==> config.mk <==
export PLATFORM = sky130hd
export DESIGN_NAME = em604_divisor_n_flat
export DESIGN_NICKNAME = d
export VERILOG_FILES = /design/src/rtl/em604_divisor_n_pkg.sv /design/src/rtl/em604_divisor_n_if.sv /design/src/rtl/em604_divisor_n_step.sv /design/src/rtl/em604_divisor_n.sv /design/src/flat_wrapper.sv
export SDC_FILE = /design/constraint.sdc
export NUM_CORES = 1
export LEC_CHECK = 0
export CORE_AREA = 2 2 92 94
export DETAILED_ROUTE_END_ITERATION = 10
export DIE_AREA = 0 0 94 96
export GPL_ROUTABILITY_DRIVEN = 0
export PLACE_DENSITY = 0.76
export SLEW_MARGIN = 25
export SYNTH_ARGS = -nofsm -noshare
export SYNTH_HDL_FRONTEND = slang
export SYNTH_HIERARCHICAL = 1
export SYNTH_SLANG_ARGS = --single-unit
==> constraint.sdc <==
create_clock -name clk -period 5.3 [get_ports clk]
set_clock_uncertainty 0.2 [all_clocks]
set_input_delay 1.06 -clock clk [delete_from_list [all_inputs] [get_ports clk]]
set_output_delay 1.06 -clock clk [all_outputs]
set_load 0.02 [all_outputs]
==> src/rtl/em604_divisor_n_pkg.sv <==
// ---------------------------------------------------------------------------
// em604_div_pkg
// Shared definitions for the em604 restoring divider slice: FSM state
// encoding and the default operand width.
// ---------------------------------------------------------------------------
package em604_div_pkg;

    // Default operand / quotient / remainder width.
    localparam int WIDTH_DEF = 8;

    // Divider FSM states. CALC and FIX differ from LOAD/IDLE in one bit, so
    // the encoding follows a Gray-like IDLE->LOAD->CALC->FIX walk.
    typedef enum logic [1:0] {
        IDLE = 2'b00,
        LOAD = 2'b01,
        CALC = 2'b11,
        FIX  = 2'b10
    } div_state_t;

endpackage : em604_div_pkg

==> src/rtl/em604_divisor_n_if.sv <==
// ---------------------------------------------------------------------------
// em604_divisor_n_if
// Request/result bundle of the em604 divider.
//   A, B      : dividend / divisor (WIDTH)
//   sinal     : 1 = two's-complement operands, 0 = unsigned
//   ini_div   : start request, level-sampled
//   Q, R      : quotient / remainder (WIDTH), registered
//   ocupado   : busy
//   fim_div   : one-cycle done pulse
//   erro_div  : divide-by-zero flag
// master drives the request side, slave is the divider.
// ---------------------------------------------------------------------------
interface em604_divisor_n_if #(
    parameter int WIDTH = em604_div_pkg::WIDTH_DEF
);
    logic [WIDTH-1:0] A;
    logic [WIDTH-1:0] B;
    logic             sinal;
    logic             ini_div;
    logic [WIDTH-1:0] Q;
    logic [WIDTH-1:0] R;
    logic             ocupado;
    logic             fim_div;
    logic             erro_div;

    modport master (
        output A, B, sinal, ini_div,
        input  Q, R, ocupado, fim_div, erro_div
    );

    modport slave (
        input  A, B, sinal, ini_div,
        output Q, R, ocupado, fim_div, erro_div
    );
endinterface : em604_divisor_n_if

==> src/rtl/em604_divisor_n_step.sv <==
// ---------------------------------------------------------------------------
// em604_div_step
// One combinational restoring-division step on magnitudes.
//   i_p   : partial remainder P (WIDTH+1)
//   i_dvd : dividend / quotient shift register (WIDTH)
//   i_dvs : divisor magnitude (WIDTH)
//   o_p   : next partial remainder
//   o_dvd : next dividend/quotient register (new quotient bit in LSB)
// ---------------------------------------------------------------------------
module em604_div_step #(
    parameter int WIDTH = 8
) (
    input  logic [WIDTH:0]   i_p,
    input  logic [WIDTH-1:0] i_dvd,
    input  logic [WIDTH-1:0] i_dvs,
    output logic [WIDTH:0]   o_p,
    output logic [WIDTH-1:0] o_dvd
);
    // {P, dividend} shifted left by one, upper half only; one extra bit so
    // the subtraction borrow shows up in the MSB.
    logic [WIDTH+1:0] w_p_sh;
    logic [WIDTH+1:0] w_diff;

    // Shift, trial-subtract and restore.
    always_comb begin
        w_p_sh = {i_p, i_dvd[WIDTH-1]};
        w_diff = w_p_sh - {2'b00, i_dvs};
        if (w_diff[WIDTH+1] == 1'b0) begin
            o_p = w_diff[WIDTH:0];
        end else begin
            o_p = w_p_sh[WIDTH:0];
        end
        o_dvd = {i_dvd[WIDTH-2:0], ~w_diff[WIDTH+1]};
    end
endmodule : em604_div_step

==> src/rtl/em604_divisor_n.sv <==
// ---------------------------------------------------------------------------
// em604_divisor_n
// Multi-cycle restoring divider, signed or unsigned, one quotient bit per
// clock. Start with ini_div in IDLE; result appears with fim_div.
//   clk    : rising-edge clock
//   rst_n  : asynchronous active-low reset
//   bus    : em604_divisor_n_if.slave (A, B, sinal, ini_div -> Q, R,
//            ocupado, fim_div, erro_div)
// Parameters: WIDTH (4..32), SIGNED_EN (0 forces unsigned division).
// ---------------------------------------------------------------------------
module em604_divisor_n
    import em604_div_pkg::*;
#(
    parameter int WIDTH     = WIDTH_DEF,
    parameter int SIGNED_EN = 1
) (
    input  logic               clk,
    input  logic               rst_n,
    em604_divisor_n_if.slave   bus
);
    localparam int             CW       = $clog2(WIDTH + 1);
    localparam logic [CW-1:0]  CNT_LAST = CW'(WIDTH - 1);
    localparam logic [CW-1:0]  CNT_ONE  = CW'(1);

    div_state_t        r_state;
    logic [WIDTH-1:0]  r_a;
    logic [WIDTH-1:0]  r_b;
    logic              r_sinal;
    logic [WIDTH-1:0]  r_dvd;
    logic [WIDTH-1:0]  r_dvs;
    logic [WIDTH:0]    r_p;
    logic [CW-1:0]     r_cnt;
    logic              r_div0;
    logic [WIDTH-1:0]  r_q;
    logic [WIDTH-1:0]  r_r;
    logic              r_ocupado;
    logic              r_fim;
    logic              r_erro;

    logic              w_signed;
    logic [WIDTH-1:0]  w_mag_a;
    logic [WIDTH-1:0]  w_mag_b;
    logic              w_neg_q;
    logic              w_neg_r;
    logic              w_b_zero;
    logic [WIDTH:0]    w_p_next;
    logic [WIDTH-1:0]  w_dvd_next;

    // Operand magnitudes and result sign decisions from the captured request.
    always_comb begin
        w_signed = (SIGNED_EN != 0) && r_sinal;
        w_mag_a  = (w_signed && r_a[WIDTH-1]) ? -r_a : r_a;
        w_mag_b  = (w_signed && r_b[WIDTH-1]) ? -r_b : r_b;
        // Quotient negative when signs differ; remainder follows the dividend.
        w_neg_q  = w_signed && (r_a[WIDTH-1] ^ r_b[WIDTH-1]);
        w_neg_r  = w_signed && r_a[WIDTH-1];
        w_b_zero = (r_b == {WIDTH{1'b0}});
    end

    em604_div_step #(.WIDTH(WIDTH)) u_step (
        .i_p   (r_p),
        .i_dvd (r_dvd),
        .i_dvs (r_dvs),
        .o_p   (w_p_next),
        .o_dvd (w_dvd_next)
    );

    // Divider FSM with registered results and status.
    always_ff @(posedge clk or negedge rst_n) begin
        if (!rst_n) begin
            r_state   <= IDLE;
            r_a       <= {WIDTH{1'b0}};
            r_b       <= {WIDTH{1'b0}};
            r_sinal   <= 1'b0;
            r_dvd     <= {WIDTH{1'b0}};
            r_dvs     <= {WIDTH{1'b0}};
            r_p       <= {(WIDTH+1){1'b0}};
            r_cnt     <= {CW{1'b0}};
            r_div0    <= 1'b0;
            r_q       <= {WIDTH{1'b0}};
            r_r       <= {WIDTH{1'b0}};
            r_ocupado <= 1'b0;
            r_fim     <= 1'b0;
            r_erro    <= 1'b0;
        end else begin
            r_fim <= 1'b0;
            case (r_state)
                IDLE: begin
                    if (bus.ini_div) begin
                        r_a       <= bus.A;
                        r_b       <= bus.B;
                        r_sinal   <= bus.sinal;
                        r_ocupado <= 1'b1;
                        r_state   <= LOAD;
                    end else begin
                        r_ocupado <= 1'b0;
                        r_state   <= IDLE;
                    end
                end
                LOAD: begin
                    r_dvd <= w_mag_a;
                    r_dvs <= w_mag_b;
                    r_p   <= {(WIDTH+1){1'b0}};
                    r_cnt <= {CW{1'b0}};
                    if (w_b_zero) begin
                        r_div0  <= 1'b1;
                        r_state <= FIX;
                    end else begin
                        r_div0  <= 1'b0;
                        r_state <= CALC;
                    end
                end
                CALC: begin
                    r_p   <= w_p_next;
                    r_dvd <= w_dvd_next;
                    r_cnt <= r_cnt + CNT_ONE;
                    if (r_cnt == CNT_LAST) begin
                        r_state <= FIX;
                    end else begin
                        r_state <= CALC;
                    end
                end
                FIX: begin
                    if (r_div0) begin
                        r_q    <= {WIDTH{1'b1}};
                        r_r    <= r_a;
                        r_erro <= 1'b1;
                    end else begin
                        // Negating the magnitude lets -2^(W-1)/-1 wrap to itself.
                        r_q    <= w_neg_q ? -r_dvd : r_dvd;
                        r_r    <= w_neg_r ? -r_p[WIDTH-1:0] : r_p[WIDTH-1:0];
                        r_erro <= 1'b0;
                    end
                    r_fim     <= 1'b1;
                    r_ocupado <= 1'b0;
                    r_state   <= IDLE;
                end
                default: begin
                    r_ocupado <= 1'b0;
                    r_state   <= IDLE;
                end
            endcase
        end
    end

    assign bus.Q        = r_q;
    assign bus.R        = r_r;
    assign bus.ocupado  = r_ocupado;
    assign bus.fim_div  = r_fim;
    assign bus.erro_div = r_erro;

endmodule : em604_divisor_n
==> src/flat_wrapper.sv <==
// flat-port wrapper written by rule: the top's interface ports become plain ports
module em604_divisor_n_flat import em604_div_pkg::*;
#(
    parameter int WIDTH     = WIDTH_DEF,
    parameter int SIGNED_EN = 1
)
  (clk, rst_n, bus_A, bus_B, bus_sinal, bus_ini_div, bus_Q, bus_R, bus_ocupado, bus_fim_div, bus_erro_div);
  em604_divisor_n_if #(.WIDTH(WIDTH)) bus_i ();
  input  logic clk;
  input  logic rst_n;
  input wire logic [$bits(bus_i.A)-1:0] bus_A;
  input wire logic [$bits(bus_i.B)-1:0] bus_B;
  input wire logic [$bits(bus_i.sinal)-1:0] bus_sinal;
  input wire logic [$bits(bus_i.ini_div)-1:0] bus_ini_div;
  output wire logic [$bits(bus_i.Q)-1:0] bus_Q;
  output wire logic [$bits(bus_i.R)-1:0] bus_R;
  output wire logic [$bits(bus_i.ocupado)-1:0] bus_ocupado;
  output wire logic [$bits(bus_i.fim_div)-1:0] bus_fim_div;
  output wire logic [$bits(bus_i.erro_div)-1:0] bus_erro_div;
  assign bus_i.A = bus_A;
  assign bus_i.B = bus_B;
  assign bus_i.sinal = bus_sinal;
  assign bus_i.ini_div = bus_ini_div;
  assign bus_Q = bus_i.Q;
  assign bus_R = bus_i.R;
  assign bus_ocupado = bus_i.ocupado;
  assign bus_fim_div = bus_i.fim_div;
  assign bus_erro_div = bus_i.erro_div;
  em604_divisor_n #(.WIDTH(WIDTH), .SIGNED_EN(SIGNED_EN)) u_core (.clk(clk), .rst_n(rst_n), .bus(bus_i));
endmodule
; ---- Word level (Yosys, flattened, before mapping)
; Index checks and enable logic that the tools add are counted.
[totals]
output_inout_bits = 19
word_cells = 53
input_bits = 20
regBits = 68
[classes]
bitwise = 2
n_addsub = 6
muxes = 19
n_eq_ne = 4
n_reduce_logical = 8
[ops]
columns = cell, count
row1 = 8-bit two-way mux, 6
row2 = 8-bit negation, 4
row3 = 9-bit case mux with 2 select lines, 1
row4 = 8-bit case mux with 2 select lines, 1
row5 = 10-bit by 8-bit subtractor with 10-bit output, 1
row6 = 9-bit two-way mux, 1
row7 = 8-bit zero test, 1
row8 = 2-bit case mux with 4 select lines, 1
row9 = 4-bit case mux with 2 select lines, 1
row10 = 1-bit two-way mux, 7
row11 = 4-bit by 1-bit adder with 4-bit output (second input constant), 1
row12 = 2-bit == test (second input constant), 2
row13 = 4-bit by 3-bit == test with 1-bit output (second input constant), 1
row14 = 2-bit nonzero test, 2
row15 = 1-bit logical AND, 3
row16 = 2-bit by 1-bit == test with 1-bit output (second input constant), 1
row17 = 2-bit zero test, 1
row18 = 1-bit case mux with 2 select lines, 1
row19 = 2-bit AND reduction, 1
row20 = 1-bit NOT, 1
row21 = 1-bit bitwise XOR, 1

; ---- Longest topological paths before layout
[logic_depth]
ltp_word = 4
ltp_mapped = 10
depth_no_buf = 10

; ---- By module
; Netlist, hierarchy kept.
[modules_own_cells]
columns = mod, seq_area_each_um2, cells_per_inst, instances, area_each_um2
row1 = em604_divisor_n, 1701.6, 331, 1, 3263.1
row2 = em604_div_step, 0.0, 79, 1, 618.1

; ---- Worst setup path after synthesis
; OpenSTA, ideal clock, no wires.
[synth_timing]
path_kind = reg2reg
startpoint = register u_core.r_dvd[7]
endpoint = register u_core.r_p[8]
setup_slack_ps = 2898
arrival_time_ps = 2066
stages_incl_launch_ff = 11
path_buffers = 0
synth_period_minus_slack_ps = 2402
required_time_ps = 4964
setup_ps = 136
path_cell_list = dfrtp_1 > inv_1 > ha_1 > fa_1 > nand2b_1 > a2111oi_0 > nor2_1 > or4b_1 > nand3_1 > nand2_1 > o21ai_0
[synth_between]
elab_chain_cells = 3
[synth_lines]
columns = item, line_no
row1 = start: declaration, em604_divisor_n.sv:29  ; logic [WIDTH-1:0] r_dvd;
row2 = start signal: assignment, em604_divisor_n.sv:75  ; r_dvd <= {WIDTH{1'b0}};
row3 = start signal: assignment, em604_divisor_n.sv:101  ; r_dvd <= w_mag_a;
row4 = start signal: assignment, em604_divisor_n.sv:115  ; r_dvd <= w_dvd_next;
row5 = 10-bit by 8-bit subtractor with 10-bit output, em604_divisor_n_step.sv:27  ; w_diff = w_p_sh - {2'b00, i_dvs};
row6 = 9-bit two-way mux, em604_divisor_n_step.sv:28  ; if (w_diff[WIDTH+1] == 1'b0) begin
row7 = via u_core.w_p_next[8], em604_divisor_n.sv:46  ; logic [WIDTH:0] w_p_next;
row8 = 9-bit case mux with 2 select lines, em604_divisor_n.sv:87  ; case (r_state)
row9 = end signal: assignment, em604_divisor_n.sv:77  ; r_p <= {(WIDTH+1){1'b0}};
row10 = end signal: assignment, em604_divisor_n.sv:103  ; r_p <= {(WIDTH+1){1'b0}};
row11 = end signal: assignment, em604_divisor_n.sv:114  ; r_p <= w_p_next;
row12 = end: declaration, em604_divisor_n.sv:31  ; logic [WIDTH:0] r_p;
; The timed path passes the listed nets, and every way through them passes these cells.
; A chain may end at the register's enable or synchronous reset.

; ---- Final worst setup path
; Same ends and word-level chain as after synthesis.

==> impl_metrics.env <==
export IMPL_global_route_peak_usage_layer="met2"
export IMPL_synth_yosys_seq_area_share_pct=43.8
export IMPL_power_per_cell_area_nw_per_um2=698
export IMPL_final_cells=546
export IMPL_design_power_total_uw=3140
export IMPL_number_of_design_rule_violations_left_by_the_first_detailed_router_iteration=161
export IMPL_die_height_um=96
export IMPL_reg2reg_depth=10
export IMPL_cts_buffers=9
export IMPL_post_route_drc_count=0
export IMPL_initial_drt_pass_iterations=4
export IMPL_synth_ff_latch_count=68
export IMPL_synth_main_ff_cell="sky130_fd_sc_hd__dfrtp_1"
export IMPL_postCtsSetupRepairBufs=0
export IMPL_routed_wirelength_um=7940
export IMPL_drt_antenna_violating_nets=0
export IMPL_synth_largest_area_cell="sky130_fd_sc_hd__dfrtp_1"
export IMPL_num_nets_final=470
export IMPL_setup_crit_end_kind="register"
export IMPL_synth_commonest_cells="sky130_fd_sc_hd__dfrtp_1, sky130_fd_sc_hd__nand2_1, sky130_fd_sc_hd__o21ai_0"
export IMPL_tightestPinTransition_ps=891
export IMPL_fp_dieW_um=94
export IMPL_core_region_area_sq_um=8050
export IMPL_dpl_hpwl_um=5710
export IMPL_grt_antenna_before_repair=0
export IMPL_synth_distinct_cells=55
export IMPL_worstSkewPairLatency_ps=350
export IMPL_design_die_area_sq_um=9020
export IMPL_post_synth_cell_area_avg_sq_um=9.47
export IMPL_hold_class="reg -> reg"
export IMPL_totalNegativeSetupSlack_ps=0
export IMPL_asyncSetResetFlopFracSynth_pct=100
export IMPL_clk_path_buf_depth=2
export IMPL_synth_cell_area_sq_um=3880
export IMPL_placement_rows=33
export IMPL_routedWlPerCell_um=14.5
export IMPL_drive_gt1_share_pct=11.3
export IMPL_cts_max_level=3
export IMPL_yosys_cell_count_top_type="sky130_fd_sc_hd__dfrtp_1"
export IMPL_max_vdd_ir_drop_uv=326
export IMPL_vias_per_cell=5.40
export IMPL_grt_setup_unrepaired="false"
export IMPL_pin_count=39
export IMPL_timing_max_transition_violations_final=0
export IMPL_cts_repair_resized=0
export IMPL_synth_area_leaders="sky130_fd_sc_hd__dfrtp_1, sky130_fd_sc_hd__o21ai_0, sky130_fd_sc_hd__mux2_2, sky130_fd_sc_hd__ha_1, sky130_fd_sc_hd__nand2_1"
export IMPL_grt_overflow_total=0
export IMPL_global_route_usage_met2_pct=30.6
export IMPL_critPathArrivalTime_ps=2730
export IMPL_rrSetupSlack_ps=2590
export IMPL_slew_headroom_pct=40.6
export IMPL_yosysWarnings=6
export IMPL_tritoncts="done"
export IMPL_max_clock_freq_mhz=370
export IMPL_placed_cells=530
export IMPL_yosys_area_top_type_share_pct=43.8
export IMPL_cp_required_ps=5320
export IMPL_grt_usage_pct=19.5
export IMPL_crit_fanout=3
export IMPL_setup_worst_path_end="u_core/r_p[8]"
export IMPL_initial_core_util_pct=48.2
export IMPL_synthesis_nets=444
export IMPL_timing_final_setup_violations=0
export IMPL_synth_edff_count=0
export IMPL_globalRouteMet1Util_pct=27.1
export IMPL_critical_path_reg2reg_startpoint="u_core/r_dvd[7]"
export IMPL_crit_path_launch_type="register"
export IMPL_power_static_leakage_uw=0.00196
export IMPL_clock_tree_root_cell="sky130_fd_sc_hd__clkbuf_8"
export IMPL_worst_setup_path_startpoint="u_core/r_dvd[7]"
export IMPL_timing_final_ws_setup_ps=2590
export IMPL_wire_length_of_the_first_global_routing_pass_um=13700
export IMPL_cts_hold_buffers=0
export IMPL_grtUsageMet3_pct=3.92
export IMPL_first_global_vias=2808
export IMPL_finalWorstPathRequiredPeriod_ps=2710
export IMPL_run_status="finished clean"
export IMPL_area_growth_synth_to_final_pct=16.0
export IMPL_hold_viol_final=0
export IMPL_cap_viol_max_count=0
export IMPL_port_buffers=38
export IMPL_synthCells=410
export IMPL_dp_slack_ps=2260
export IMPL_n_antenna_cell=0
export IMPL_grt_max_degree=69
export IMPL_critical_path_class="reg -> reg"
export IMPL_period_share_pct=51.0
export IMPL_clk_pin_slew_ps=80
export IMPL_r2r_end="u_core/r_p[8]"
export IMPL_detailroute_via_count=2949
export IMPL_cts_num_sinks=68
export IMPL_holdWs_ps=284
==> power by group <==
part           internal (uW)  switching [uW]  total [uW]
Sequential               755             276        1030
Clock                    302             199         501
Combinational            760             848        1610
Total                   1820            1320        3140
==> layout by cell type (no fill, tap or decap), types with 3 or more instances in the layout <==
cell type / instances
sky130_fd_sc_hd__dfrtp_1: 68
sky130_fd_sc_hd__nand2_1: 41
sky130_fd_sc_hd__o21ai_0: 41
sky130_fd_sc_hd__clkdlybuf4s50_1: 37
sky130_fd_sc_hd__inv_1: 30
sky130_fd_sc_hd__nor2_1: 28
sky130_fd_sc_hd__a21oi_1: 25
sky130_fd_sc_hd__xnor2_1: 16
sky130_fd_sc_hd__mux2_2: 15
sky130_fd_sc_hd__ha_1: 13
sky130_fd_sc_hd__clkbuf_8: 12
sky130_fd_sc_hd__xor2_1: 11
sky130_fd_sc_hd__nand3_1: 10
sky130_fd_sc_hd__a31oi_1: 8
sky130_fd_sc_hd__mux2i_1: 8
sky130_fd_sc_hd__nor2b_1: 5
sky130_fd_sc_hd__nor3_1: 5
sky130_fd_sc_hd__mux2_4: 5
sky130_fd_sc_hd__o211ai_1: 4
sky130_fd_sc_hd__nand2b_1: 3
sky130_fd_sc_hd__and2_1: 3
sky130_fd_sc_hd__nand3b_1: 3
sky130_fd_sc_hd__or3_1: 3
==> critical path, stage by stage (launching register included) <==
cell and delay (ps):
sky130_fd_sc_hd__dfrtp_1 380, sky130_fd_sc_hd__inv_1 70, sky130_fd_sc_hd__ha_1 230, sky130_fd_sc_hd__fa_1 410, sky130_fd_sc_hd__nand2b_1 190, sky130_fd_sc_hd__a2111oi_0 580
sky130_fd_sc_hd__nor2_1 130, sky130_fd_sc_hd__or4b_1 190, sky130_fd_sc_hd__nand3_1 70, sky130_fd_sc_hd__nand2_1 60, sky130_fd_sc_hd__o21ai_0 80
==> worst min-delay path by stage <==
| stage | start | to | slack, ps | cells after the start |
|---|---|---|---|---|
| after floorplan | u_core/r_dvs[2] | u_core/r_dvs[2] | 250 | 2 |
| after global placement | u_core/bus.R[0] | u_core/bus.R[0] | 270 | 2 |
| after detailed placement | u_core/r_dvs[2] | u_core/r_dvs[2] | 270 | 2 |
| after CTS | u_core/r_dvs[2] | u_core/r_dvs[2] | 290 | 2 |
| after global routing | u_core/r_dvs[2] | u_core/r_dvs[2] | 320 | 2 |
| final | u_core/r_dvs[2] | u_core/r_dvs[2] | 280 | 2 |
==> cell families (layout without fill, tap and decap cells) <==
family	after synthesis	after routing	share of synthesized area [%]
compound gates	101	101	15.7
xor+xnor	28	28	6.51
fa+ha+maj	14	14	4.71
buf+inv	57	88	6.61
flops	68	68	43.8
mux	28	28	8.35
simple gates	114	114	14.3
==> area by class of cell <==
| cell class | instances | area (sq um) |
|---|---|---|
| flip-flops and latches | 68 | 1700 |
| clock inverters | 4 | 70.1 |
| fillers | 705 | 3550 |
| multi-input cells | 285 | 1920 |
| repair buffers | 40 | 390 |
| inverters | 32 | 120 |
| clock buffers | 12 | 165 |
| well taps | 105 | 131 |
==> metrics by stage <==
step	utilization (%)	area, sq um
2_1_floorplan	-	3880
3_3_place_gp	53.0	4270
3_5_place_dp	53.0	4270
4_1_cts	55.9	4500
5_1_grt	55.9	4500
6_report	55.9	4500
==> sequential cells by signal, indices dropped and copies added, names as in the netlist, 2 cells and up <==
register,count
u_core/r_dvd,8
u_core/r_state,2
u_core/r_b,8
u_core/r_p,9
u_core/r_a,8
u_core/r_cnt,4
u_core/bus.R,8
u_core/r_dvs,8
u_core/bus.Q,8
==> per-layer routing <==
layer | share of wire, % | routed length, um
met5 | 0 | 0
met4 | 1.5 | 123
met3 | 4.3 | 338
met2 | 47 | 3710
met1 | 47 | 3770
(Power assumes the default switching activity.)
